File: config.mk
export PLATFORM = sky130hd
export DESIGN_NAME = controller_ram_cpu_port
export DESIGN_NICKNAME = d
export VERILOG_FILES = /design/src/rtl/controller_ram_cpu_port.sv
export SDC_FILE = /design/constraint.sdc
export NUM_CORES = 1
export LEC_CHECK = 0
export CORE_MARGIN = 2
export CORE_UTILIZATION = 37
export CTS_CLUSTER_SIZE = 24
export DETAILED_ROUTE_END_ITERATION = 7
export DONT_BUFFER_PORTS = 1
export PLACE_DENSITY = 0.55
export REMOVE_ABC_BUFFERS = 1
export SYNTH_ARGS = -nofsm -noshare
export SYNTH_HDL_FRONTEND = slang
export SYNTH_SLANG_ARGS = --single-unit
File: constraint.sdc
create_clock -name clk -period 1.6 [get_ports clk]
set_input_delay 0 -clock clk [delete_from_list [all_inputs] [get_ports clk]]
set_output_delay 0 -clock clk [all_outputs]
set_load 0.02 [all_outputs]
File: src/rtl/controller_ram_cpu_port.sv
// CPU-side front end of the controller dual-port RAM (port A): turns native valid/ready bus
// requests inside a 64 KB window into registered RAM port-A cycles and returns read data.
module controller_ram_cpu_port #(
  parameter logic [31:0] BASE_ADDR    = 32'h0001_0000,
  parameter int          READ_LATENCY = 1
) (
  input  logic        clk,
  input  logic        reset_n,
  input  logic        mem_valid,
  input  logic [31:0] mem_addr,
  input  logic [31:0] mem_wdata,
  input  logic [3:0]  mem_wstrb,
  output logic        mem_ready,
  output logic [31:0] mem_rdata,
  output logic        sel,
  output logic [13:0] ram_addr,
  output logic [31:0] ram_d,
  output logic        ram_we,
  output logic [3:0]  ram_bytesel,
  input  logic [31:0] ram_q,
  output logic [2:0]  dbg_state
);

  // Handshake: a request is accepted only in IDLE while sel=1; mem_ready is a one-cycle pulse and
  // the CPU may keep mem_valid high through the following GAP cycle without starting a new access.

  typedef enum logic [2:0] {
    IDLE    = 3'd0,
    WRITE   = 3'd1,
    RD_WAIT = 3'd2,
    ACK     = 3'd3,
    GAP     = 3'd4
  } state_t;

  // One extra wait cycle beyond the RAM latency because ram_addr itself is registered.
  localparam logic [2:0] CNT_LOAD = 3'(READ_LATENCY + 1);

  state_t      state, state_nxt;
  logic [2:0]  cnt, cnt_nxt;
  logic        ready_nxt, we_nxt;
  logic [31:0] rdata_nxt, d_nxt;
  logic [13:0] addr_nxt;
  logic [3:0]  bsel_nxt;
  logic        is_write;
  logic        unused_addr_lsb;

  assign sel             = mem_valid && (mem_addr[31:16] == BASE_ADDR[31:16]);
  assign is_write        = |mem_wstrb;
  assign dbg_state       = state;
  assign unused_addr_lsb = &{1'b0, mem_addr[1:0]};

  always_ff @(posedge clk or negedge reset_n) begin
    if (!reset_n) begin
      state       <= IDLE;
      cnt         <= 3'd0;
      mem_ready   <= 1'b0;
      mem_rdata   <= 32'h0;
      ram_addr    <= 14'h0;
      ram_d       <= 32'h0;
      ram_we      <= 1'b0;
      ram_bytesel <= 4'h0;
    end else begin
      state       <= state_nxt;
      cnt         <= cnt_nxt;
      mem_ready   <= ready_nxt;
      mem_rdata   <= rdata_nxt;
      ram_addr    <= addr_nxt;
      ram_d       <= d_nxt;
      ram_we      <= we_nxt;
      ram_bytesel <= bsel_nxt;
    end
  end

  always_comb begin
    state_nxt = state;
    case (state)
      IDLE:    if (sel) state_nxt = is_write ? WRITE : RD_WAIT;
      WRITE:   state_nxt = GAP;
      RD_WAIT: if (cnt == 3'd1) state_nxt = ACK;
      ACK:     state_nxt = GAP;
      GAP:     state_nxt = IDLE;
      default: state_nxt = IDLE;
    endcase
  end

  always_comb begin
    cnt_nxt   = cnt;
    ready_nxt = 1'b0;
    we_nxt    = 1'b0;
    rdata_nxt = mem_rdata;
    addr_nxt  = ram_addr;
    d_nxt     = ram_d;
    bsel_nxt  = ram_bytesel;
    case (state)
      IDLE: begin
        if (sel) begin
          addr_nxt = mem_addr[15:2];
          d_nxt    = mem_wdata;
          bsel_nxt = is_write ? mem_wstrb : 4'hF;
          if (is_write) begin
            we_nxt    = 1'b1;
            ready_nxt = 1'b1;
          end else begin
            cnt_nxt = CNT_LOAD;
          end
        end
      end
      RD_WAIT: begin
        cnt_nxt = cnt - 3'd1;
        if (cnt == 3'd1) begin
          rdata_nxt = ram_q;
          ready_nxt = 1'b1;
        end
      end
      default: begin
      end
    endcase
  end

endmodule
==> results of run 1 <==
==> how the worst max path moves through the flow <==
stage | cells past startpoint | endpoint | slack [ps]
3_5_place_dp | 4 | ram_d[13] | 20
2_1_floorplan | 3 | ram_addr[0] | -1480
5_1_grt | 5 | ram_addr[5] | -70
3_3_place_gp | 4 | ram_d[9] | 50
6_report | 7 | ram_d[8] | 2
4_1_cts | 4 | ram_d[9] | 0.03
==> registers in the layout (all words and copies together) (netlist names) <==
| name | cells |
|---|---|
| mem_rdata | 32 |
| ram_d | 32 |
| ram_addr | 14 |
| ram_bytesel | 4 |
| cnt | 3 |
| dbg_state | 3 |
| mem_ready | 1 |
| ram_we | 1 |
==> final cells by class <==
cell class | instances | area (sq um)
clock buffers | 9 | 123.9
clock inverters | 7 | 146.4
fillers | 847 | 4648
inverters | 7 | 26.28
multi-input cells | 118 | 1346
flip-flops and latches | 90 | 2252
well taps | 133 | 166.4
repair buffers | 107 | 1110
==> worst max-delay path, cell delays in order <==
cell           delay [ps]
dlygate4sd3_1         540
nor4_2                200
and3_1                260
and3_4                230
buf_12                130
clkbuf_16             180
mux2_4                310
==> power groups by stage <==
stage | clock [mW] | combinational (mW) | sequential (mW)
after floorplan | 0 | 0.0465 | 2.43
after global placement | 0 | 0.0505 | 2.44
after detailed placement | 0 | 0.0541 | 2.44
after CTS | 2.13 | 0.230 | 2.40
after global routing | 2.24 | 0.252 | 2.40
final | 2.06 | 0.235 | 2.40
==> metrics by stage <==
step | std cells | TNS [ps] | utilization | cell area, sq um | worst slack, ps
finish | 471 | 0 | 0.5266 | 5171 | 2.283
global route | 471 | -2140 | 0.5266 | 5171 | -66.72
CTS | 462 | 0 | 0.5143 | 5050 | 0.02576
global placement | 360 | 0 | 0.3991 | 3919 | 48.72
floorplan | 215 | -101100 | - | 3620 | -1476
detailed placement | 360 | 0 | 0.3991 | 3919 | 16.54
==> routing by layer <==
metal / track usage / share of wire / vias to the layer above
met5: 0 / 0 / -
met2: 0.2801 / 0.55 / 91
met4: 0.06000 / 0.018 / 0
met3: 0.05053 / 0.062 / 11
li1: - / - / 1001
met1: 0.1682 / 0.37 / 1138
==> cells in the final DEF (no fill, tap or decap), drive strengths merged, types with 2 or more instances in the layout <==
master and instances:
dlygate4sd3 85, buf 19, a21oi 2, dfrtp 90, inv 10, nor4 4
and2 2, and3 2, clkbuf 11, bufinv 4, mux2 78, mux2i 4
nor2 6, nor2b 2, nand3 4, nand2 3, ha 2, o21ai 3
==> timing repair <==
item | in CTS | in global routing
buffers inserted | 0 | 6
pin swaps | 1 | 3
gates resized for setup | 0 | 3
hold endpoints to repair | 178 | 92
endpoints found under the setup margin | 11 | 49
gates cloned | 0 | 3
==> cell families (layout without fill, tap and decap cells) <==
family / after synthesis / in the layout / synth area share
simple gates: 26 / 26 / 0.04576
fa+ha+maj: 2 / 2 / 0.006679
mux: 82 / 82 / 0.2913
buf+inv: 16 / 130 / 0.04075
compound gates: 8 / 8 / 0.01436
flops: 90 / 90 / 0.6012
==> results by stage, run 1 <==
Status:
- The run finished, with violations left.
- The checks that failed: negative hold slack.

Die:
- From bottom edge to top edge, the die measures 104.6 microns.
- The area enclosed by the die boundary is 10950 sq um.
- The floorplan has 36 rows.
- The area of the core is 9819 sq um.
- The effective utilization at floorplan is 0.3815.
- The width of the die is 104.6 microns.
- The total I/O pin count is 191.

Cells and area:
- The growth of design area from synthesis to finish is 38.04%.
- The number of antenna diodes in the final layout is 0.
- For this run, the post-layout net count is 438.
- The share of cells above drive strength 1 is 0.3373.

Clocking:
- For this design, the sink count on the clock tree is 90.
- The longest clock path from root to sink contains 2 buffers.
- The number of H-tree levels is 3.
- The cell sitting at the root of the clock tree is a clkbuf_8.
- Clock latency on the worst-skew pair, taken at its later pin, is 350 ps.
- The clock tree from TritonCTS is yes.
- The post-cts hold buffer count is 86.
- The clock edge transition at the registers on the reported setup and hold paths is 100 ps.
- The number of clock buffers added by TritonCTS is 9.

Drt:
- The wire length per cell is 18.35 microns.
- The total DRC errors in the routed layout is 0.
- The routed via count is 2241.
- In this run, the number of DRC markers left after iteration 0 of detailed routing was 83.
- The first-pass iteration count of the detailed router is 4.
- The remaining number of nets flagged by the antenna check after routing is 0.
- The aggregate routed wire length is 8.645 mm.
- The detail-routed via count per cell is 4.758.

Timing:
- The number of setup violations in the final report is 0.
- The clock arrives with 9.014 ps of skew.
- Setup repair after global routing could not meet its margin everywhere.
- The ratio of final minimum period to clock period is 0.9986.
- The slew of the pin with the lowest slew margin is 341.2 ps.
- The maximum clock frequency is 0.6259 GHz.
- The number of hold violations in the final report is 92.
- The worst pin sits at a relative slew slack of 0.7712.
- The number of max-slew violations in the final report is 0.
- Final hold analysis gives a worst-case slack of -672.3 ps.
- The clock period minus worst slack is 1598 ps.

GRT:
- The first global-routing pass estimated 13.35 mm of wire.
- The via count of the first global-routing pass is 2479.
- The overall track demand over capacity in global routing is 0.1551.
- The total congestion overflow after global routing is 0.
- Entering global routing, the biggest net connects 91 pins.
- The number of antenna violations at the first check in global routing is 0.

Synth:
- The mapped cell area is 3746 sq um.
- The top cell type's share of synthesized area is 0.6012.
- The most frequently used cell type in the post-synthesis netlist is dfrtp_1.
- Of all cell types, the one taking the most synthesized area is dfrtp_1.
- Of the synthesized area, sequential elements account for 0.6012.
- In this run the mean area of a mapped cell was 16.72 sq um.
- In this run, synthesis inferred 0 flip-flops with an integrated enable.
- The share of async-settable or async-resettable flops after synthesis is 1.000.
- The flip-flop and latch count after synthesis is 90.
- The synthesized netlist cell count is 224.
- The netlist uses 29 different library cells.
- Sorting the synthesized cells by area gives the leading types as dfrtp_1 (60%), mux2_4 (18%), mux2_2 (6.9%).
- In the synthesized netlist, the cells that appear most often are dfrtp_1 (90), mux2_4 (46), mux2_2 (23), mux2_1 (9), inv_1 (7).
- The primary flip-flop cell chosen by synthesis mapping is dfrtp_1.
- The Yosys step of the flow raised 0 warnings.

Critical path:
- The data required time of the worst path is 1850 ps.
- The startpoint of the worst register-to-register path is dbg_state[2].
- The critical path is of the in -> reg type.
- Across all register-to-register paths, the minimum setup slack is 10 ps.
- The data arrival time of the critical path is 1850 ps.
- Measured in cells, the most critical reg-to-reg path has a length of 5.
- STA classifies the critical path endpoint as a flip-flop.
- The worst register-to-register path ends at ram_d[8].
- The start point of the critical path is mem_addr[22].
- The startpoint type of the worst setup path is an input port.
- The maximum net fanout on the critical path is 10.

Placement:
- Input and output buffers added on the ports amount to 0.
- At the end of routability-driven placement, the weighted congestion stood at 0.7168.
- The half-perimeter wire length after placement is 5.265 mm.

Power and ir drop:
- The internal power contribution is 3.704 mW.
- The power share of the combinational group is 0.050.
- The part of the total power dissipated in sequential elements is 0.511.
- The switching power share of the total is 0.2107.
- The completed layout was analyzed and its total power is 4.693 mW.
- Across the VDD grid, the largest voltage drop is 550.2 uV.
- The analysis attributes to net switching a power of 0.9888 mW.
- The static leakage is 2.359 nW.
- The power share of the clock group is 0.439.
- For this design the ratio of total power to cell area is 907.5 nW/um^2.

Job:
- Across the run, the number of max-cap violations was 0.

Worst hold path:
- The worst hold-check path type is in -> async.
Note: power is estimated with default switching activity, not from simulation.
==> inputs of run 2 (changes only) <==
--- a/config.mk
+++ b/config.mk
@@ -5,12 +5,14 @@
 export SDC_FILE = /design/constraint.sdc
 export NUM_CORES = 1
 export LEC_CHECK = 0
+export CAP_MARGIN = 20
 export CORE_MARGIN = 2
 export CORE_UTILIZATION = 37
+export CTS_CLUSTER_DIAMETER = 150
 export CTS_CLUSTER_SIZE = 24
 export DETAILED_ROUTE_END_ITERATION = 7
 export DONT_BUFFER_PORTS = 1
-export PLACE_DENSITY = 0.55
+export PLACE_DENSITY = 0.6
 export REMOVE_ABC_BUFFERS = 1
 export SYNTH_ARGS = -nofsm -noshare
 export SYNTH_HDL_FRONTEND = slang
==> results by stage, run 2 (synthesis results as in run 1) <==
Power and ir drop:
- The power density relative to cell area is 842.2 nW/um^2.
- The overall power of the completed layout is 4.248 mW.
- The maximum VDD drop is 484.0 uV.
- The static leakage is 2.285 nW.

Worst hold path:
- The min-delay analysis places its worst path in the category in -> async.

Cells and area:
- Leaving out fill and tap cells, the most frequent cell in the layout is dfrtp_1.
- The share of cells above drive strength 1 is 0.3293.
- Relative to the synthesized area, the layout overhead comes to 34.64%.
- The library cells used most frequently in the layout, excluding fill and tap cells, are dfrtp_1 (90), dlygate4sd3_1 (84), mux2_4 (46), mux2_2 (23).
- 0 antenna diodes ended up in the layout.
- The post-layout net count is 431.
- The largest registers in the layout are mem_rdata: 32 flops, ram_d: 32 flops, ram_addr: 14 flops.

Critical path:
- At the worst endpoint, the arrival time is 1800 ps.
- The maximum net fanout on the critical path is 20.
- STA classifies the critical path startpoint as a flip-flop.
- At the worst endpoint, the required time is 1830 ps.
- The largest single stage delay on the critical path is 420 ps.
- The signal on the critical path passes through nor3_2, and3_4, buf_12, mux2_4.
- The start point of the critical path is dbg_state[0].
- The slowest stage of the critical path is the dfrtp_1 cell.
- The worst setup path is captured at a flip-flop.
- The reg-to-reg setup timing slack is 30 ps.
- The worst reg2reg path depth is 4.
- The number of buffers and inverters on the critical path is 1.
- The worst register-to-register path ends at ram_d[19].
- The startpoint of the worst register-to-register path is dbg_state[0].
- The gate family responsible for the most delay along the worst path is simple AND/OR/NAND/NOR gates.
- The critical path class is reg -> reg.

Die:
- The height of the chip is 104.6 microns.
- 191 I/O pins were placed.
- The die is 104.6 microns wide.
- The initial utilization of the core area, before any placement, comes to 0.3815.
- The area of the core is 9819 sq um.
- Row generation in the floorplan step produced 36 rows.
- The area enclosed by the die boundary is 10950 sq um.

GRT:
- The first global-routing pass estimated 13.12 mm of wire.
- The via count of the first global-routing pass is 2476.
- The layer flagged by global routing as most heavily used is met2.
- The number of antenna violations at the first check in global routing is 0.
- For this run, global-route usage on met2 was measured as 0.2600.
- The fraction of met3 tracks used by global routing is 0.04616.
- The met1 demand-to-capacity share in global routing is 0.1745.
- For this run the aggregate overflow at the end of global routing stands at 0.
- Entering global routing, the biggest net connects 91 pins.
- Across every metal layer, demand over resource in global routing totals 0.1526.

Placement:
- The final RePlAce weighted congestion is 0.7307.
- Buffers placed on the I/O ports in this run total 0.
- Summed over all nets, the half-perimeter wirelength after detailed placement is 4.854 mm.
- At the placement stage, the worst setup path has a slack of 6.190 ps.

Drt:
- The first-pass iteration count of the detailed router is 4.
- The wire length per cell is 18.40 microns.
- The routed via count is 2205.
- The number of DRC violations after detailed-routing iteration 0 is 98.
- In the routed layout, each cell is associated on average with a via count of 4.752.
- The remaining number of nets flagged by the antenna check after routing is 0.
- In the routed design, unresolved DRC markers number 0.
- The aggregate routed wire length is 8.538 mm.

Clocking:
- Counting every sink on the clock net gives 90.
- The clock edge transition at the registers on the reported setup and hold paths is 100 ps.
- The number of clock buffers added by TritonCTS is 9.
- Clock latency on the worst-skew pair, taken at its later pin, is 360 ps.
- CTS placed an instance of clkbuf_8 at the clock tree root.
- The clock tree from TritonCTS is yes.
- The post-cts hold buffer count is 85.
- The H-tree was split into 3 levels.
- Counting along the longest clock path gives a buffer depth of 2.

Timing:
- The number of setup violations in the final report is 0.
- The number of max-slew violations in the final report is 0.
- Setup total negative slack on the finished layout was measured at 0 ps.
- The slew of the pin with the lowest slew margin is 345.0 ps.
- Setup repair after global routing could not meet its margin everywhere.
- Clock skew on the completed layout was measured at 11.32 ps.
- The worst path in the final design needs a cycle of 1571 ps, including I/O delays and setup.
- The number of hold violations in the final report is 92.
- Static timing analysis puts the maximum clock frequency at 0.6367 GHz.
- The worst path meets setup with 29.37 ps of slack.
- The ratio of final minimum period to clock period is 0.9816.
- Final hold analysis gives a worst-case slack of -675.3 ps.
- The worst pin sits at a relative slew slack of 0.7686.

Job:
- The max-capacitance violation count is 0.

Status:
- The run finished, with violations left.
- The final reports fail on negative hold slack.
## run 2: cell types whose count changed in the layout (fill, tap and decap cells not counted), sizes merged, moves of 2 or more
cell	previous run	this run
inv	10	8
bufinv	4	1
clkinv	0	2
buf	19	14
clkbuf	11	13
## run 2: cell type report
type,instances,area (sq um)
Fill cell,855,4776
Multi-Input combinational cell,118,1346
Clock buffer,11,151.4
Tap cell,133,166.4
Sequential cell,90,2252
Inverter,7,26.28
Timing Repair Buffer,100,1041
Clock inverter,5,60.06
## run 2: power breakdown
| part | switching, mW | internal [mW] | leakage [nW] |
|---|---|---|---|
| sequential | 0.0834 | 2.31 | 1.16 |
| combinational | 0.0551 | 0.173 | 1.02 |
| clock | 0.809 | 0.814 | 0.106 |
## run 2: worst max path at each step
stage	slack, ps	endpoint	cells past startpoint
finish	30	ram_d[19]	4
global route	-60	ram_addr[1]	4
CTS	-10	ram_d[29]	4
detailed placement	6	ram_d[16]	4
global placement	40	ram_d[4]	4
floorplan	-1480	ram_addr[0]	3
## run 2: what timing repair did
item | in CTS | in global routing
resized for setup | 0 | 1
setup buffers | 0 | 5
gates cloned | 0 | 2
setup endpoints to repair | 13 | 44
pin swaps | 1 | 1
endpoints found under the hold margin | 178 | 91
## run 2: stage by stage
stage,area (sq um),utilization,instances,hold slack [ps]
CTS,4959,0.5050,458,-694.4
detailed placement,3896,0.3968,357,-293.7
floorplan,3620,-,215,-295.6
global route,5044,0.5136,464,-705.9
finish,5044,0.5136,464,-675.3
global placement,3896,0.3968,357,-293.7
## run 2: metal layers
| layer | wire [microns] | part of all wire |
|---|---|---|
| met1 | 3272 | 0.38 |
| met2 | 4420 | 0.52 |
| met3 | 622 | 0.073 |
| met4 | 223 | 0.026 |
| met5 | 0 | 0 |
## run 2: worst register-to-register path: stages (launching register included)
cell     delay [ps]
dfrtp_1         420
nor3_2          210
and3_4          290
buf_12          210
mux2_4          330
==> inputs of run 3 (changes only) <==
--- a/config.mk
+++ b/config.mk
@@ -12,7 +12,7 @@
 export CTS_CLUSTER_SIZE = 24
 export DETAILED_ROUTE_END_ITERATION = 7
 export DONT_BUFFER_PORTS = 1
-export PLACE_DENSITY = 0.6
+export PLACE_DENSITY_LB_ADDON = 0.1
 export REMOVE_ABC_BUFFERS = 1
 export SYNTH_ARGS = -nofsm -noshare
 export SYNTH_HDL_FRONTEND = slang
==> results by stage, run 3 (synthesis results as in run 1) <==
Critical path:
- The maximum net fanout on the critical path is 6.
- On the worst path, the slowest cell contributes a delay of 400 ps.
- In this run the critical register-to-register path is captured at ram_d[9].
- Counting cells, the worst reg-to-reg path comes to 5.
- The reg-to-reg setup timing slack is 30 ps.
- The data arrival time of the critical path is 1810 ps.
- The data required time of the worst path is 1830 ps.
- The worst setup path is of the reg -> reg kind.
- The signal on the critical path passes through nor3_2, and3_4, clkbuf_16, buf_12, mux2_4.
- STA classifies the critical path endpoint as a flip-flop.
- The start point of the critical path is dbg_state[2].
- In this run the worst setup path terminates at ram_d[9].
- The startpoint of the worst register-to-register path is dbg_state[2].
- The worst setup path is launched from a flip-flop.
- Among all stages on the critical path, the largest delay is contributed by dfrtp_1.

Clocking:
- The root buffer cell is clkbuf_8.
- The post-cts hold buffer count is 87.
- The total CTS buffers is 9.
- The clock insertion delay at the later pin of the skew report is 350 ps.
- TritonCTS built the clock tree.
- The TritonCTS sink count is 90.
- The number of H-tree levels is 3.
- The clock passes through at most 2 buffers.
- Clock-pin slew was measured on the worst setup and hold paths at 90 ps.

Timing:
- The ratio of final minimum period to clock period is 0.9836.
- Between clock sinks in the finished design, the worst skew comes to 13.67 ps.
- The maximum clock frequency is 0.6354 GHz.
- The number of max-slew violations in the final report was 0.
- In the final timing run, aggregate negative setup slack is 0 ps.
- Setup repair after global routing could not meet its margin everywhere.
- The slew of the pin with the lowest slew margin is 284.3 ps.
- The number of setup violations in the final report is 0.
- The number of hold violations in the final report was 91.
- The clock period minus worst slack is 1574 ps.
- The worst pin sits at a relative slew slack of 0.8105.
- The minimum setup slack in the final design is 26.27 ps.
- Final hold analysis gives a worst-case slack of -670.6 ps.

Drt:
- The total DRC errors in the routed layout is 0.
- The first detailed-routing pass took 4 iterations.
- Across all layers, the routed design uses 2264 vias.
- The number of DRC violations after detailed-routing iteration 0 is 49.
- The wire length per cell is 17.30 microns.
- Summed over all layers, the routed wires come to 8.236 mm.
- Once detail routing completed, the nets flagged for antenna violations numbered 0.
- Using the TritonRoute via totals, the vias-per-cell ratio works out to 4.756.

Power and ir drop:
- The maximum VDD drop is 334.7 uV.
- Summed over all cells, the static leakage comes to 2.343 nW.
- Dividing total power by cell area gives a power density of 782.7 nW/um^2.

Die:
- The floorplan step set the die width to 104.6 microns.
- The area enclosed by the die boundary is 10950 sq um.
- The total I/O pin count is 191.
- The floorplan step defined a core boundary enclosing 9819 sq um.
- Row generation in the floorplan step produced 36 rows.
- The height of the chip is 104.6 microns.
- The effective utilization at floorplan is 0.3815.

Cells and area:
- Compared with the post-synthesis result, the final layout area differs by 38.74%.
- In the layout the commonest cells are dfrtp_1 (90), dlygate4sd3_1 (87), mux2_4 (46), mux2_2 (23), buf_4 (14).
- The largest registers in the layout are mem_rdata: 32 flops, ram_d: 32 flops, ram_addr: 14 flops.
- The count of non-filler cells in the finished layout is 476.
- Leaving out fill and tap cells, the most frequent cell in the layout is dfrtp_1.
- Of the cells placed in the final design, the portion with a size suffix greater than 1 is 0.3440.
- The number of inserted diodes is 0.
- The post-layout net count is 443.

Worst hold path:
- The worst hold-check path type is in -> async.

Status:
- The final reports fail on negative hold slack.
- The flow ran to the end, but the final reports show violations.

Job:
- Max-cap violations in this run came to 0.

Placement:
- Input and output buffers added on the ports amount to 0.
- The half-perimeter wire length after placement is 4.928 mm.
- The final RePlAce weighted congestion is 0.7016.
- The pre-CTS setup slack is 38.29 ps.
- The total instance count after detailed placement is 365.

GRT:
- The number of antenna violations at the first check in global routing is 0.
- Entering global routing, the biggest net connects 91 pins.
- The overall track demand over capacity in global routing is 0.1543.
- Summed over all layers, the global routing overflow is 0.
- The via count of the first global-routing pass is 2519.
- The first global-routing pass estimated 13.27 mm of wire.
[run 3: worst max-delay path: cells and delay by family, from the launching register on]
kind | cells | cell delay [ps]
DFF | 1 | 400
buffers and inverters | 2 | 280
and+or+nand+nor | 2 | 470
muxes | 1 | 300
[run 3: where the power goes]
part	total, mW	internal, mW	switching, mW
clock network	1.44	0.617	0.821
logic	0.234	0.179	0.0549
registers	2.40	2.31	0.0817
total	4.07	3.11	0.958
[run 3: final cells by class]
class | count | area [sq um]
Fill cell | 863 | 4622
Sequential cell | 90 | 2252
Multi-Input combinational cell | 118 | 1375
Timing Repair Buffer | 112 | 1199
Tap cell | 133 | 166.4
Clock buffer | 11 | 141.4
Clock inverter | 5 | 37.54
Inverter | 7 | 26.28
[run 3: per-stage QoR]
step           hold WS, ps  cell area, sq um  power, mW    util
2_1_floorplan       -295.6              3620      2.478       -
3_3_place_gp        -294.0              3978      2.493  0.4051
3_5_place_dp        -293.6              3978      2.495  0.4051
4_1_cts             -699.1              5027      4.144  0.5120
5_1_grt             -708.0              5197      4.261  0.5293
6_report            -670.6              5197      4.068  0.5293
[run 3: layer usage]
layer / share of wire / vias to the layer above / track usage / wire [microns]
met5: 0 / - / 0 / 0
met4: 0.021 / 0 / 0.06286 / 169
met3: 0.073 / 16 / 0.05115 / 603
met2: 0.52 / 104 / 0.2633 / 4256
met1: 0.39 / 1137 / 0.1786 / 3207
li1: - / 1007 / - / -
[run 3: what timing repair did]
action	in CTS	in global routing
gates resized for setup	0	7
setup endpoints to repair	0	70
endpoints found under the hold margin	178	91
setup buffers	0	4
[run 3: worst min path at each step]
stage          slack, ps  startpoint     endpoint  depth (start not counted)
2_1_floorplan       -300     reset_n       cnt[0]                          0
3_3_place_gp        -290     reset_n  ram_addr[4]                          0
3_5_place_dp        -290     reset_n    ram_d[20]                          0
4_1_cts             -700     reset_n    ram_d[20]                          0
5_1_grt             -710     reset_n  ram_addr[9]                          0
6_report            -670     reset_n    ram_d[20]                          0
